### src/rtl/data_bus_arbiter.sv
// rtl/data_bus_arbiter.sv - two-master word-access arbiter and slave sequencer (tie policy: ARB_ROUND_ROBIN_EN)
module data_bus_arbiter #(
  parameter int AW          = 32,
  parameter int DW          = 32,
  parameter int WAIT_CYCLES = 0
) (
  input  logic          clk,
  input  logic          reset,
  input  logic          m0_req,
  input  logic          m0_we,
  input  logic [AW-1:0] m0_addr,
  input  logic [DW-1:0] m0_wdata,
  output logic [DW-1:0] m0_rdata,
  output logic          m0_ack,
  output logic          m0_gnt,
  input  logic          m1_req,
  input  logic          m1_we,
  input  logic [AW-1:0] m1_addr,
  input  logic [DW-1:0] m1_wdata,
  output logic [DW-1:0] m1_rdata,
  output logic          m1_ack,
  output logic          m1_gnt,
  output logic          cpu_stall,
  output logic          busy,
  output logic          mem_en,
  output logic          mem_we,
  output logic [AW-1:0] mem_addr,
  output logic [DW-1:0] mem_wdata,
  input  logic [DW-1:0] mem_rdata
);

  typedef enum logic [1:0] {IDLE, ACCESS, WAIT, DONE} state_t;

  localparam logic [3:0] WAIT_INIT = 4'(WAIT_CYCLES);

  state_t     state;
  state_t     state_next;
  logic [3:0] cnt;
  logic       owner;     // 0 = master 0 (CPU), 1 = master 1 (DMA)
  logic       last_gnt;  // master granted on the most recent IDLE->ACCESS
  logic       any_req;
  logic       pick;

  assign any_req = m0_req | m1_req;

  // Winner of the current request set; a lone requester always wins
  always_comb begin
    pick = 1'b0;
    if (m0_req && m1_req) begin
`ifdef ARB_ROUND_ROBIN_EN
      pick = ~last_gnt;
`else
      // fixed priority: CPU wins, last_gnt is tracked but masked off here
      pick = last_gnt & 1'b0;
`endif
    end else if (m1_req) begin
      pick = 1'b1;
    end
  end

  // State register
  always_ff @(posedge clk or negedge reset) begin
    if (!reset) begin
      state <= IDLE;
    end else begin
      state <= state_next;
    end
  end

  // Next-state sequencing: one ACCESS strobe, WAIT_CYCLES+1 wait cycles, one ack cycle
  always_comb begin
    state_next = state;
    case (state)
      IDLE:    if (any_req) state_next = ACCESS;
      ACCESS:  state_next = WAIT;
      WAIT:    if (cnt == 4'd0) state_next = DONE;
      DONE:    state_next = IDLE;
      default: state_next = IDLE;
    endcase
  end

  // Request latching, latency counter and read-data capture
  always_ff @(posedge clk or negedge reset) begin
    if (!reset) begin
      cnt       <= 4'd0;
      owner     <= 1'b0;
      last_gnt  <= 1'b1;
      mem_we    <= 1'b0;
      mem_addr  <= '0;
      mem_wdata <= '0;
      m0_rdata  <= '0;
      m1_rdata  <= '0;
    end else begin
      case (state)
        IDLE: begin
          if (any_req) begin
            owner     <= pick;
            last_gnt  <= pick;
            mem_we    <= pick ? m1_we    : m0_we;
            mem_addr  <= pick ? m1_addr  : m0_addr;
            mem_wdata <= pick ? m1_wdata : m0_wdata;
          end
        end
        ACCESS: begin
          cnt <= WAIT_INIT;
        end
        WAIT: begin
          if (cnt == 4'd0) begin
            // writes run the same cycle count but leave rdata alone
            if (!mem_we) begin
              if (owner) begin
                m1_rdata <= mem_rdata;
              end else begin
                m0_rdata <= mem_rdata;
              end
            end
          end else begin
            cnt <= cnt - 4'd1;
          end
        end
        default: begin
        end
      endcase
    end
  end

  assign busy      = (state != IDLE);
  assign mem_en    = (state == ACCESS);
  assign m0_gnt    = busy & ~owner;
  assign m1_gnt    = busy & owner;
  assign m0_ack    = (state == DONE) & ~owner;
  assign m1_ack    = (state == DONE) & owner;
  assign cpu_stall = m0_req & ~m0_ack;

endmodule

### config.mk
export PLATFORM = sky130hd
export DESIGN_NAME = data_bus_arbiter
export DESIGN_NICKNAME = d
export VERILOG_FILES = /design/src/rtl/data_bus_arbiter.sv
export SDC_FILE = /design/constraint.sdc
export NUM_CORES = 1
export LEC_CHECK = 0
export CAP_MARGIN = 20
export CORE_UTILIZATION = 40
export DETAILED_ROUTE_END_ITERATION = 8
export PLACE_DENSITY = 0.89
export SYNTH_ARGS = -nofsm -noshare
export SYNTH_HDL_FRONTEND = slang
export SYNTH_SLANG_ARGS = --single-unit
### constraint.sdc
create_clock -name clk -period 2.6 [get_ports clk]
set_clock_uncertainty 0.15 [all_clocks]
set_input_delay 0.26 -clock clk [delete_from_list [all_inputs] [get_ports clk]]
set_output_delay 0.26 -clock clk [all_outputs]
set_load 0.01 [all_outputs]
**Yosys cells after proc, flatten, opt, wreduce, memory -nomap -nowiden**

Index checks and enable logic that the tools add are counted.

- Bits in registers: 136
- Output and inout port bits: 136

- $add $sub $neg: 1
- Equal/unequal tests: 6
- Mux-type cells: 10
- Bitwise logic cells: 9
- Reduce and logical (&&, ||, !) cells: 10

Operator list:

| cell | count |
|---|---|
| 32-bit 2-to-1 mux | 2 |
| 2-bit one-hot mux with 4 select lines | 1 |
| 4-bit one-hot mux with 2 select lines | 1 |
| 4-bit AND reduction | 2 |
| 2-bit != test, second input constant | 3 |
| 2-bit AND reduction | 3 |
| 1-bit bitwise AND | 5 |
| 2-bit equality test, second input constant | 2 |
| 4-bit logical NOT | 1 |
| 2-bit 2-to-1 mux | 2 |
| 4-bit 2-to-1 mux | 1 |
| 2-bit nonzero test | 2 |
| 4-bit by 1-bit subtractor with 4-bit output, second input constant | 1 |
| 1-bit 2-to-1 mux | 3 |
| 1-bit NOT | 3 |
| 2-bit by 1-bit equality test with 1-bit output, second input constant | 1 |
| 2-bit logical NOT | 1 |
| 1-bit logical AND | 1 |
| 1-bit bitwise OR | 1 |

**Logic depth before layout (Yosys ltp)**

Gate-level depths: netlist of the first run.

- Depth after elaboration: 4
- Mapped depth: 7
- Mapped depth without buffers: 5

**Least setup slack after synthesis of the first run**

Ideal clock, no wire load.

- Kind: reg-to-reg
- Start point: register cnt[0]
- End point: register m0_rdata[10]
- Library setup time: 125 ps
- Arrival: 2051 ps
- Setup slack: 274 ps
- Stages on the path, launching flop included: 8
- Path buffers: 2
- Clock period less this slack: 2326 ps
- Cell sequence: dfrtp_1 > inv_1 > ha_1 > or3b_4 > or4b_4 > buf_6 > buf_12 > mux2_4

- Word-level cells in the longest chain between the ends: 2

RTL lines:

| item | line | text |
|---|---|---|
| start: declaration | 38 | `logic [3:0] cnt;` |
| start signal: assignment | 118 | `cnt <= cnt - 4'd1;` |
| 4-bit logical NOT | 108 | `if (cnt == 4'd0) begin` |
| 4-bit AND reduction (no source line) | - |  |
| end signal: assignment | 114 | `m0_rdata <= mem_rdata;` |
| end: declaration | 13 | `output logic [DW-1:0] m0_rdata,` |

No other way between the ends.
A chain may end at the register's enable or synchronous reset.

**Worst setup path after layout of the first run**

- Start point: register cnt[0]
- End point: register m0_rdata[11]

Same word-level chain as after synthesis.

==> impl_metrics.env, run 1 <==
export IMPL_required_ps=2750
export IMPL_cts_tree="built"
export IMPL_tightest_slew_ps=526.7
export IMPL_critPathLaunchType="register"
export IMPL_stdcell_area_mm2=0.009822
export IMPL_report_final_slew_viol_count=0
export IMPL_layout_nets=942
export IMPL_max_clock_freq_ghz=0.4168
export IMPL_synth_top_cell_by_area="dfrtp_1"
export IMPL_final_cell_mix="300 x clkdlybuf4s50_1, 136 x dfrtp_1, 71 x nand2_1"
export IMPL_critPathArrivalTime_ps=2550
export IMPL_fin_crit_ps=2399
export IMPL_syn_cell_area_mm2=0.005918
export IMPL_ios=302
export IMPL_synth_top_area_share=0.5751
export IMPL_htree_levels=4
export IMPL_crit_family="simple AND/OR/NAND/NOR gates"
export IMPL_gr_total_overflow=0
export IMPL_crit_path_end_kind="register"
export IMPL_finalHoldViolations=0
export IMPL_cp_buffers_inverters=2
export IMPL_cpMaxStageDelayCell="or4b_4"
export IMPL_coreArea_mm2=0.01448
export IMPL_ys_seq_area_frac=0.5751
export IMPL_placed_area_mm2=0.009204
export IMPL_worst_slack_ps=200.7
export IMPL_ant_nets=0
export IMPL_grt_use_total=0.2158
export IMPL_drc=0
export IMPL_synth_area_leaders="dfrtp_1 58%, mux2i_1 12%, mux2_4 7.6%"
export IMPL_clkLatencyLatePin_ps=420
export IMPL_antenna_found_initial=0
export IMPL_max_vdd_ir_drop_mv=0.5085
export IMPL_r2r_start="cnt[0]$_DFFE_PN0P_"
export IMPL_layout_commonest_cell="clkdlybuf4s50_1"
export IMPL_drive_gt1_frac=0.1492
export IMPL_crit_path_cell_trace="inv_1, ha_1, or3b_4, or4b_4, buf_12, mux2_4"
export IMPL_setup_violations=0
export IMPL_cts_sinks=136
export IMPL_drtIter0Drc=175
export IMPL_postCtsSetupBuffers=0
export IMPL_finalSetupTns_ps=0
export IMPL_num_antenna_cells=0
export IMPL_grt_pass1_vias=4703
export IMPL_fp_dieW_um=123.6
export IMPL_hold_buffers=1
export IMPL_slowest_delay_ps=510
export IMPL_cts_buffer_depth=2
export IMPL_port_buffer_count=301
export IMPL_dr_pass1_iters=4
export IMPL_hold_path_class="in -> async"
export IMPL_syn_nets=636
export IMPL_fin_crit_sh=0.9228
export IMPL_grt_start_max_net_pins=59
export IMPL_num_vias=4688
export IMPL_numCtsBuffers=17
export IMPL_die_h_um=123.6
export IMPL_cp_startpoint="cnt[0]$_DFFE_PN0P_"
export IMPL_area_growth_syn_to_layout_pct=65.96
export IMPL_grt_pass1_wl_um=24360
export IMPL_initial_core_util=0.4087
export IMPL_synthCells=465
export IMPL_p_leak_nw=4.284
export IMPL_maxSlewHeadroom=0.6475
export IMPL_dp_hpwl_um=12140
export IMPL_ys_seq_elements=136
export IMPL_ys_types=26
export IMPL_routed_via_density=4.843
export IMPL_powerDensity_mw_per_mm2=1171
export IMPL_post_place_ws_ps=232.7
export IMPL_gp_congestion=0.7646
export IMPL_cts_resized=0
export IMPL_wl_um=16520
export IMPL_syn_area_per_cell_um2=12.73
export IMPL_ys_warnings_count=0
export IMPL_cp_max_fo=32
export IMPL_cts_root_buf="clkbuf_16"
export IMPL_drv_cap=0
export IMPL_worst_setup_path_type="reg -> reg"
export IMPL_status="completed"
export IMPL_fp_row_count=44
export IMPL_cts_reportedPaths_clkPinSlew_ps=60
export IMPL_die_area_mm2=0.01529
export IMPL_grt_setup_unrepaired="false"
export IMPL_wl_per_cell_um=17.06
[cell type report]
type                            instances  area, um^2
Clock buffer                           18       439.2
Clock inverter                         14       168.9
Fill cell                            1074        4657
Inverter                                5       18.77
Multi-Input combinational cell        295        2345
Sequential cell                       136        3403
Tap cell                              184       230.2
Timing Repair Buffer                  316        3217
[per-layer routing]
metal	routed length (um)	GRT usage	vias up
met4	310	0.08133	0
met1	6160	0.2374	2229
li1	-	-	2227
met5	0	0	-
met2	8507	0.3781	207
met3	1538	0.07875	25
[cells by family (layout without fill, tap and decap cells)]
logic type               count (synthesis)  after routing  share of synthesized area
AO/OA/AOI/OAI                           71             71                    0.06152
adder cells (fa/ha/maj)                  5              5                    0.01057
buffers and inverters                   34            353                    0.03277
flip-flops                             136            136                     0.5751
multiplexers                           134            134                     0.2594
AND/OR/NAND/NOR                         85             85                    0.06068
[synth_stat cells (all sizes together)]
master,count
nand3,1
or4b,1
o22a,1
a21o,1
nor3b,1
and2,1
inv,5
ha,5
mux2i,69
o21ai,66
mux2,65
dfrtp,136
nand2,71
a21oi,2
or3b,1
nor3,2
nor2,2
nand2b,1
clkbuf,15
buf,14
nor2b,4
a22oi,1
[power breakdown]
part           switching, mW  internal [mW]
logic                   2.09           3.14
clock network          0.957           1.54
registers              0.616           3.16
total                   3.66           7.84
[per-stage QoR]
stage               hold WS (ps)  instances  power, mW  utilization
global route               214.6        968      12.16       0.6784
detailed placement         63.15        935      9.026       0.6357
global placement           56.31        935      8.822       0.6357
CTS                        190.4        968      11.60       0.6784
finish                     184.7        968      11.50       0.6784
floorplan                 -185.6        465      6.025            -
[sequential cells by signal, indices dropped and copies added, names as in the netlist]
signal,count
mem_we,1
mem_addr,32
cnt,4
m1_rdata,32
state,2
owner,1
mem_wdata,32
m0_rdata,32
[worst paths after layout]
| check | to | slack (ps) | depth (start not counted) |
|---|---|---|---|
| worst max-delay path | m0_rdata[11]$_DFFE_PN0P_ | 200 | 6 |
| worst min-delay path | m0_rdata[12]$_DFFE_PN0P_ | 180 | 2 |
| worst max register to register | m0_rdata[11]$_DFFE_PN0P_ | 200 | 6 |
| worst min register to register | mem_wdata[30]$_DFFE_PN0P_ | 330 | 2 |
| max in group asynchronous | m0_rdata[31]$_DFFE_PN0P_ | 1410 | 3 |
| min in group clk | mem_wdata[14]$_DFFE_PN0P_ | 320 | 3 |
(Power assumes the default switching activity.)
==> run 2: changes to the inputs <==
Settings changed: CORE_UTILIZATION 40 to 41, CTS_BUF_LIST set to sky130_fd_sc_hd__clkbuf_2, PLACE_DENSITY 0.89 to 0.9.
==> run 2 against run 1 <==
Global-route usage up 7.6 points. Cell area up 9.7%. Wire length up 32%. Critical path type unchanged. Critical endpoint is now m0_rdata[17]$_DFFE_PN0P_. Largest power group unchanged.
==> impl_metrics.env, run 2 (synthesis gave the netlist of run 1 again) <==
export IMPL_drive_gt1_frac=0.1322
export IMPL_num_vias=5695
export IMPL_drtIter0Drc=330
export IMPL_cp_max_fo=16
export IMPL_max_vdd_ir_drop_mv=0.4703
export IMPL_finalHoldViolations=0
export IMPL_grt_use_total=0.2916
export IMPL_total_power_mw=10.82
export IMPL_area_growth_syn_to_layout_pct=82.11
export IMPL_fp_row_count=43
export IMPL_cts_tree="built"
export IMPL_gr_total_overflow=0
export IMPL_worst_setup_path_type="reg -> reg"
export IMPL_layout_nets=1073
export IMPL_die_h_um=122.1
export IMPL_critPathArrivalTime_ps=2970
export IMPL_htree_levels=4
export IMPL_slowest_delay_ps=700
export IMPL_crit_path_end_kind="register"
export IMPL_status="completed"
export IMPL_critPathLaunchType="register"
export IMPL_wl_um=21760
export IMPL_routed_via_density=5.196
export IMPL_port_buffer_count=301
export IMPL_grt_setup_unrepaired="false"
export IMPL_cts_buffer_depth=2
export IMPL_cp_buffers_inverters=1
export IMPL_die_area_mm2=0.01492
export IMPL_fp_dieW_um=122.1
export IMPL_cts_reportedPaths_clkPinSlew_ps=190
export IMPL_report_final_slew_viol_count=0
export IMPL_numCtsBuffers=17
export IMPL_coreArea_mm2=0.01399
export IMPL_grt_pass1_wl_um=32280
export IMPL_tightest_slew_ps=480.6
export IMPL_fin_crit_ps=2503
export IMPL_powerDensity_mw_per_mm2=1004
export IMPL_ios=302
export IMPL_initial_core_util=0.4231
export IMPL_worst_slack_ps=96.66
export IMPL_cts_sinks=136
export IMPL_hold_path_class="in -> reg"
export IMPL_max_clock_freq_ghz=0.3995
export IMPL_crit_path_cell_trace="inv_1, ha_1, or3b_4, or4b_4, mux2_4"
export IMPL_rrSetupSlack_ps=100
export IMPL_grt_pass1_vias=6074
export IMPL_cts_root_buf="clkbuf_2"
export IMPL_layout_commonest_cell="clkdlybuf4s50_1"
export IMPL_required_ps=3070
export IMPL_dp_hpwl_um=12760
export IMPL_finalSetupTns_ps=0
export IMPL_fin_crit_sh=0.9628
export IMPL_clkLatencyLatePin_ps=700
export IMPL_p_leak_nw=4.721
export IMPL_grt_start_max_net_pins=113
export IMPL_crit_family="simple AND/OR/NAND/NOR gates"
export IMPL_post_place_ws_ps=25.26
export IMPL_drc=0
export IMPL_antenna_found_initial=1
export IMPL_cpMaxStageDelayCell="or4b_4"
export IMPL_setup_violations=0
export IMPL_wl_per_cell_um=19.85
export IMPL_dr_pass1_iters=4
export IMPL_drv_cap=0
export IMPL_maxSlewHeadroom=0.6796
export IMPL_ant_nets=0
export IMPL_gp_congestion=0.8169
export IMPL_final_cell_mix="296 x clkdlybuf4s50_1, 136 x dfrtp_1, 127 x dlygate4sd3_1"
==> run 2: cell types whose count changed in the layout (fill, tap and decap cells not counted), sizes merged, moves of 4 or more <==
cell           delta
clkdlybuf4s50     -4
dlygate4sd3     +126
clkinv            +4
inv               -4
buf               +4
==> run 2: path summary, 6_finish.rpt <==
path / start / end / cells past startpoint
hold / removal: m1_addr[30] / mem_addr[30]$_DFFE_PN0P_ / 3
setup reg to reg: cnt[0]$_DFFE_PN0P_ / m0_rdata[17]$_DFFE_PN0P_ / 5
max in group asynchronous: reset / m0_rdata[1]$_DFFE_PN0P_ / 4
min in group asynchronous: reset / m1_rdata[18]$_DFFE_PN0P_ / 4
hold reg to reg: mem_addr[27]$_DFFE_PN0P_ / mem_addr[27]$_DFFE_PN0P_ / 2
setup / recovery: cnt[0]$_DFFE_PN0P_ / m0_rdata[17]$_DFFE_PN0P_ / 5
==> run 2: through the flow <==
step,hold slack (ps),util,instance area (um^2),std cells
final,68.98,0.7705,10780,1096
after global placement,44.07,0.6549,9161,931
after floorplan,-185.6,-,5918,465
after CTS,0.2677,0.7684,10750,1093
after global routing,5.921,0.7705,10780,1096
after detailed placement,48.47,0.6549,9161,931
==> run 2: layer usage <==
layer  routed length [um]  GRT usage  part of all wire
met3                 1579    0.08052             0.073
met4                 1010     0.1669             0.046
met5                    0          0                 0
met1                 7772     0.3094              0.36
met2                11400     0.5177              0.52
==> run 2: worst min-delay path, delay by kind of cell <==
family,cells,cell delay [ps]
buffers and inverters,1,410
AOI/OAI and AO/OA,1,90
muxes,1,150
==> run 2: final cells by class <==
class	count	area, um^2
fillers	782	3211
multi-input cells	296	2371
repair buffers	446	4486
clock buffers	18	90.09
flip-flops and latches	136	3403
inverters	5	18.77
well taps	180	225.2
diodes	1	2.502
clock inverters	14	181.4
==> run 2: power by group <==
part	switching [mW]	internal, mW
registers	0.717	3.14
clock network	0.792	0.627
logic	2.30	3.24
total	3.81	7.01
==> run 2: timing repair <==
item | 4_1_cts | 5_1_grt
endpoints found under the hold margin | 242 | 0
hold buffers | 128 | 0
setup endpoints to repair | 4 | 35
setup buffers | 2 | 1
gates resized for setup | 4 | 3
gates cloned | 0 | 1
